==> config.mk <==
export PLATFORM = sky130hd
export DESIGN_NAME = turn_signal_ctrl
export DESIGN_NICKNAME = d
export VERILOG_FILES = /design/src/rtl/turn_signal_ctrl.sv
export SDC_FILE = /design/constraint.sdc
export NUM_CORES = 1
export LEC_CHECK = 0
export ABC_AREA = 1
export BUFFER_PORTS_ARGS = -buffer_cell sky130_fd_sc_hd__clkbuf_2
export CORE_MARGIN = 2
export CORE_UTILIZATION = 62
export DETAILED_ROUTE_END_ITERATION = 16
export PLACE_DENSITY = 0.82
export SLEW_MARGIN = 5
export SYNTH_ARGS = -nofsm -noshare
export SYNTH_HDL_FRONTEND = slang
export SYNTH_SLANG_ARGS = --single-unit
==> constraint.sdc <==
create_clock -name clk -period 4.46 [get_ports clk]
set_input_delay 0.223 -clock clk [delete_from_list [all_inputs] [get_ports clk]]
set_output_delay 0.223 -clock clk [all_outputs]
set_load 0.02 [all_outputs]
==> src/rtl/turn_signal_ctrl.sv <==
// turn_signal_ctrl: turn/hazard/reverse lamp controller with programmable blink half-period.
module turn_signal_ctrl #(
  parameter int HALF_PERIOD = 25_000_000,
  parameter int MIN_FLASHES = 3
) (
  input  logic       clk,
  input  logic       rst,
  input  logic       power_now,
  input  logic [3:0] state,
  input  logic [3:0] answer,
  input  logic       hazard_req,
  output logic       left_led,
  output logic       right_led,
  output logic       reverse_led,
  output logic       blink_phase
);
  localparam int CW = HALF_PERIOD > 1 ? $clog2(HALF_PERIOD) : 1;
  localparam int FW = MIN_FLASHES > 0 ? $clog2(MIN_FLASHES + 1) : 1;
  localparam logic [CW-1:0] CMAX = CW'(HALF_PERIOD - 1);
  localparam logic [FW-1:0] FMAX = FW'(MIN_FLASHES);
  typedef enum logic [2:0] {S_OFF, S_IDLE, S_LEFT, S_RIGHT, S_HAZARD} st_t;
  st_t st_q, st_d;
  logic [CW-1:0] cnt_q, cnt_d;
  logic [FW-1:0] flash_cnt_q, flash_cnt_d;
  logic phase_q, phase_d;
  logic left_q, left_d, right_q, right_d, rev_q, rev_d, blink_q, blink_d;
  logic drive_en, done, wrap, flashing, enter, turn;
  assign drive_en = (state == 4'b0010) || (state == 4'b0100);
  assign done     = (flash_cnt_q >= FMAX) && !phase_q;
  assign wrap     = cnt_q == CMAX;
  assign turn     = (st_q == S_LEFT) || (st_q == S_RIGHT);
  always_comb begin
    st_d = st_q;
    if (power_now) st_d = S_OFF;
    else if (hazard_req) st_d = S_HAZARD;
    else case (st_q)
      S_OFF:    st_d = S_IDLE;
      S_HAZARD: st_d = S_IDLE;
      S_IDLE:   st_d = !drive_en ? S_IDLE : (answer[3:2] == 2'b10) ? S_LEFT :
                       (answer[3:2] == 2'b01) ? S_RIGHT : S_IDLE;
      S_LEFT:   st_d = !drive_en ? S_IDLE : (answer[2] && !answer[3]) ? S_RIGHT :
                       (!answer[3] && done) ? S_IDLE : S_LEFT;
      S_RIGHT:  st_d = !drive_en ? S_IDLE : (answer[3] && !answer[2]) ? S_LEFT :
                       (!answer[2] && done) ? S_IDLE : S_RIGHT;
      default:  st_d = S_OFF;
    endcase
  end
  assign flashing = (st_d == S_LEFT) || (st_d == S_RIGHT) || (st_d == S_HAZARD);
  assign enter    = flashing && (st_d != st_q);
  always_comb begin
    cnt_d       = enter || !flashing || wrap ? '0 : cnt_q + CW'(1);
    phase_d     = enter ? 1'b1 : !flashing ? 1'b0 : phase_q ^ wrap;
    flash_cnt_d = enter || !flashing ? '0 :
                  (wrap && phase_q && turn && flash_cnt_q < FMAX) ? flash_cnt_q + FW'(1) : flash_cnt_q;
    left_d      = phase_q && (st_q == S_LEFT || st_q == S_HAZARD) && !power_now;
    right_d     = phase_q && (st_q == S_RIGHT || st_q == S_HAZARD) && !power_now;
    rev_d       = !power_now && drive_en && answer[1];
    blink_d     = phase_q;
  end
  always_ff @(posedge clk or negedge rst) begin
    if (!rst) begin
      st_q        <= S_OFF;
      cnt_q       <= '0;
      phase_q     <= 1'b0;
      flash_cnt_q <= '0;
      left_q      <= 1'b0;
      right_q     <= 1'b0;
      rev_q       <= 1'b0;
      blink_q     <= 1'b0;
    end else begin
      st_q        <= st_d;
      cnt_q       <= cnt_d;
      phase_q     <= phase_d;
      flash_cnt_q <= flash_cnt_d;
      left_q      <= left_d;
      right_q     <= right_d;
      rev_q       <= rev_d;
      blink_q     <= blink_d;
    end
  end
  assign left_led    = left_q;
  assign right_led   = right_q;
  assign reverse_led = rev_q;
  assign blink_phase = blink_q;
endmodule
==> results of run 1 <==
-- synth_stat cells (4+ instances only) --
master,number
nand4_1,9
dfrtp_1,35
xnor2_1,4
ha_1,5
nand2_1,43
xor2_1,14
nor2_2,15
inv_1,42
nor2_4,6
nor2_1,38
nand3_1,12
nor3_1,5
-- flip-flops by register name (all words and copies together) (netlist names) --
register     flops
st_q             3
flash_cnt_q      2
cnt_q           25
right_led        1
left_led         1
blink_d          1
blink_phase      1
reverse_led      1
-- cell families after synthesis --
kind of cell               share of synthesized area
buffers and inverters                         0.0895
DFF                                            0.426
adders and majority gates                     0.0305
muxes                                        0.00487
AOI/OAI and AO/OA                             0.0268
and+or+nand+nor                                0.345
xor gates and xnor gates                      0.0767
-- critical path, stage by stage (launching register included) --
cell and delay, ps:
dfrtp_1 440, inv_1 170, nand2_2 80, nand2_2 70, nand3_2 80, nor2_2 130
nand2_2 70, nand2_1 60, nand3_2 60, a21oi_2 200, nand4_4 520, nor2_1 240
-- metrics by stage --
stage,power [µW],hold WS [ps],utilization,setup WS (ps)
2_1_floorplan,360,-72.6,-,2600
3_3_place_gp,374,360,0.694,2270
3_5_place_dp,376,362,0.694,2220
4_1_cts,546,59.4,0.715,2210
5_1_grt,567,70.2,0.715,1930
6_report,541,72.3,0.715,2240
-- power groups by stage --
stage	Sequential, µW	Combinational (µW)	Clock, µW
2_1_floorplan	331	29.2	0
3_3_place_gp	330	43.7	0
3_5_place_dp	331	45.1	0
4_1_cts	324	45.9	176
5_1_grt	325	52.1	189
6_report	325	45.0	172
-- path summary, 6_finish.rpt --
kind | from | end | slack, ps
max reg2reg | st_q[1] | cnt_q[24] | 2240
min reg2reg | blink_d | blink_phase | 500
min | answer[1] | reverse_led | 70
max | st_q[1] | cnt_q[24] | 2240
max in group asynchronous | rst | flash_cnt_q[0] | 3440
min in group asynchronous | rst | blink_phase | 480
-- per-layer routing --
metal,routed length (µm),part of all wire,vias to the layer above
met5,0,0,-
met4,46,0.013,0
met3,170,0.047,5
met2,1740,0.48,34
met1,1680,0.46,737
li1,-,-,820
-- cell type report --
cell class	count	area (µm²)
flip-flops and latches	35	876
clock buffers	6	41.3
multi-input cells	172	995
inverters	42	158
fillers	275	886
repair buffers	15	80.1
well taps	44	55.1
clock inverters	2	12.5
-- timing repair --
action / CTS / global route
endpoints found under the hold margin: 35 / 0
endpoints found under the setup margin: 0 / 0
hold buffers: 1 / 0
==> results_dict.tcl, run 1 <==
set metrics [dict create \
    synth-edff-count 0 \
    sw_frac_of_total 0.270 \
    grt_max_degree 36 \
    clock_sinks 35 \
    die_x_um 61.6 \
    placed_area_um2 2150 \
    ys_ff_latch 35 \
    rsz0062_at_grt "no" \
    max_freq_ghz 0.450 \
    min_path_cells 3 \
    port_buffers 14 \
    cts-root-buf "clkbuf_4" \
    n_antenna_cell 0 \
    nets 288 \
    drive_above_1_share 0.195 \
    synth_cells 251 \
    drt-pass1-iter-count 4 \
    grt.total_usage 0.229 \
    endpoint_kind "register" \
    die-area_um2 3790 \
    ys_seq_area_frac 0.426 \
    vias 1596 \
    h-tree-depth 2 \
    cp.required_ps 4730 \
    synth_area_leaders "dfrtp_1 43%, nand2_1 7.9%, inv_1 7.7%" \
    clk_latency_ps 360 \
    p_sw_uw 146 \
    final_area_um2 2220 \
    p_int_uw 395 \
    dpl.cell_count 307 \
    path_clk_slew_ps 110 \
    area_growth_pct 7.92 \
    period_minus_slack_ps 2220 \
    met3_usage 0.0693 \
    layout_common_cells "43 x nand2_1, 42 x inv_1, 38 x nor2_1, 35 x dfrtp_1, 15 x nor2_2" \
    worst_slew_pin_slew_ps 840 \
    final_common_cell "nand2_1" \
    top_usage_layer "met2" \
    comb_power_share 0.083 \
    hold_viol 0 \
    slew_headroom 0.440 \
    overflow 0 \
    clockBufferDepth 2 \
    synth_top_cell_by_area "dfrtp_1" \
    synth_nets 268 \
    setup.worst_path.start_class "register" \
    core_area_um2 3100 \
    hold_path.class "in -> reg" \
    clkPwrFrac 0.317 \
    finalClockSkew_ps 13.6 \
    cts_setup_buffers 0 \
    p_per_area_nw_per_um2 244 \
    synth_flop_cell "dfrtp_1" \
    p_leak_uw 0.000984 \
    avgViaCountPerCell 5.05 \
    reg2reg_depth 11 \
    max-vdd-ir-drop_mv 0.193 \
    yosysWarnings 0 \
    place_congestion 0.858 \
    crit_type "reg -> reg" \
    drv_cap 0 \
    antenna_found_initial 0 \
    setup_violations 0 \
    synth_cell_type_count 26 \
    cts_tree "done" \
    slew_viol_final 0 \
    antenna_left 0 \
    synth_area_per_cell_um2 8.19 \
    fp-row-count 20 \
    finalCritPeriodShare 0.499 \
    route.detailed.drc 0 \
    grt_use_met1 0.288 \
    met2_usage 0.373 \
    wire_per_inst_um 11.5 \
    async_flop_share 1.00 \
    ctsResizeCount 0 \
    synth_top_area_share 0.426 \
    synthesis.area_um2 2050 \
    dp_hpwl_um 2650 \
    grt_pass1_vias 1512 \
    status "finished clean" \
    worstPathMaxFanout 25 \
    drt_iter0_drc 74 \
    top_level_ports 16 \
    finalSetupTns_ps 0 \
    start_util 0.662 \
    arrival_ps 2490 \
    drt-total-wl_um 3630 \
    cts_buffers 5 \
    grt_first_pass_wirelength_um 6220 \
    seqPwrFrac 0.599 \
    fp.dieH_um 61.6 \
    stdcell_count 316 \
]
No activity file was read; power rests on OpenSTA's default activity.
==> run 2: changes to the inputs <==
Settings changed: CORE_UTILIZATION 62 to 59, PLACE_DENSITY 0.82 to 0.79.
Clock period 4.46 ns to 2.05 ns, I/O delays scaled along.
==> results_dict.tcl, run 2 (synthesized netlist as in run 1, its figures left out) <==
set metrics [dict create \
    antenna_left 0 \
    p_leak_uw 0.00107 \
    dpl.cell_count 315 \
    max_freq_ghz 0.506 \
    drt-total-wl_um 4030 \
    p_per_area_nw_per_um2 500 \
    worst_slew_pin_slew_ps 837 \
    top_regs "cnt_q: 25 flops, st_q: 3 flops, flash_cnt_q: 2 flops" \
    period_minus_slack_ps 1970 \
    n_antenna_cell 0 \
    cts_buffers 5 \
    clockBufferDepth 2 \
    die-area_um2 3970 \
    setup_violations 0 \
    top_register "cnt_q" \
    clock_sinks 35 \
    setup.worst_path.start_class "register" \
    dp_hpwl_um 2760 \
    wire_per_inst_um 12.2 \
    setup_slack_ps 75.2 \
    place_ws_ps -49.4 \
    route.detailed.drc 0 \
    drive_above_1_share 0.282 \
    finalClockSkew_ps 9.64 \
    hold_viol 0 \
    vias 1660 \
    status "finished clean" \
    start_util 0.616 \
    area_growth_pct 18.0 \
    finalCritPeriodShare 0.963 \
    grt_pass1_vias 1659 \
    h-tree-depth 2 \
    largest_reg_flops 25 \
    cts_tree "done" \
    drt-pass1-iter-count 4 \
    path_clk_slew_ps 120 \
    antenna_found_initial 0 \
    hold_path.class "in -> reg" \
    slew_viol_final 0 \
    arrival_ps 2230 \
    layout_common_cells "41 x nand2_1, 40 x inv_1, 34 x nor2_1, 33 x dfrtp_1, 17 x nor2_2" \
    final_common_cell "nand2_1" \
    port_buffers 14 \
    nFillCells 273 \
    overflow 0 \
    crit_type "reg -> reg" \
    endpoint_kind "register" \
    fp.dieH_um 63.0 \
    cp.required_ps 2310 \
    grt_max_degree 36 \
    place_congestion 0.854 \
    clk_latency_ps 370 \
    drv_cap 0 \
    grt_first_pass_wirelength_um 7050 \
    drt_iter0_drc 120 \
    grt.total_usage 0.228 \
    finalSetupTns_ps 0 \
    cts-root-buf "clkbuf_4" \
    stdcell_count 330 \
    fp-row-count 21 \
    top_level_ports 16 \
    avgViaCountPerCell 5.03 \
    die_x_um 63.0 \
    slew_headroom 0.442 \
    worstPathMaxFanout 3 \
    core_area_um2 3340 \
    power_uw 1210 \
    max-vdd-ir-drop_mv 0.297 \
    nets 300 \
]
-- run 2: changes by cell type in the layout (fill, tap and decap cells not counted), sizes merged --
| cell | delta |
|---|---|
| dlygate4sd3 | +2 |
| clkbuf | -1 |
| buf | +10 |
| clkinvlp | +1 |
-- run 2: final cells by class --
cell class / instances / area [µm²] / area share
multi-input combinational: 172 / 1060 / 0.437
sequential: 35 / 878 / 0.362
timing repair buffer: 27 / 213 / 0.0878
inverter: 42 / 158 / 0.0650
tap: 46 / 57.6 / 0.0237
clock buffer: 5 / 37.5 / 0.0155
clock inverter: 3 / 20.0 / 0.00826
-- run 2: per-layer routing --
| layer | wire, µm | up-vias | track usage |
|---|---|---|---|
| met1 | 1850 | 778 | 0.307 |
| met4 | 147 | 0 | 0.128 |
| met2 | 1900 | 25 | 0.342 |
| li1 | - | 843 | - |
| met3 | 129 | 14 | 0.0450 |
| met5 | 0 | - | 0 |
-- run 2: worst max-delay path, stage by stage, from the launching register on --
cell and delay (ps):
dfrtp_1 400, ha_2 200, nand3_2 110, nor2_4 130, inv_2 60, nor2_4 160, inv_1 90, nor3_4 140
ha_2 190, nand4_1 150, mux2i_1 180, nor2_1 60
-- run 2: what timing repair did --
action / 4_1_cts / 5_1_grt
gates resized for setup: 1 / 19
hold buffers: 3 / 0
pin swaps: 0 / 9
setup buffers: 0 / 4
endpoints found under the hold margin: 36 / 0
setup endpoints to repair: 2 / 28
-- run 2: power breakdown --
part           leakage, µW  internal (µW)  switching (µW)
clock network    0.0000272            131             253
logic             0.000561           48.5            74.0
registers         0.000482            698            8.82
-- run 2: worst paths after layout --
check                            from        endpoint  slack, ps  cells after the start
max                          cnt_q[1]  flash_cnt_q[1]         80                     11
min                        hazard_req         st_q[2]         10                      3
max reg2reg                  cnt_q[1]  flash_cnt_q[1]         80                     11
min reg2reg                   blink_d     blink_phase        520                      0
max in group asynchronous         rst         st_q[0]       1120                      2
min in group asynchronous         rst        cnt_q[5]        350                      2
-- run 2: stage by stage --
stage          instance area (µm²)  hold WS [ps]   util
2_1_floorplan                 2050          -193      -
3_3_place_gp                  2240           242  0.671
3_5_place_dp                  2240           242  0.671
4_1_cts                       2330        0.0772  0.698
5_1_grt                       2420          35.6  0.726
6_report                      2420          11.5  0.726
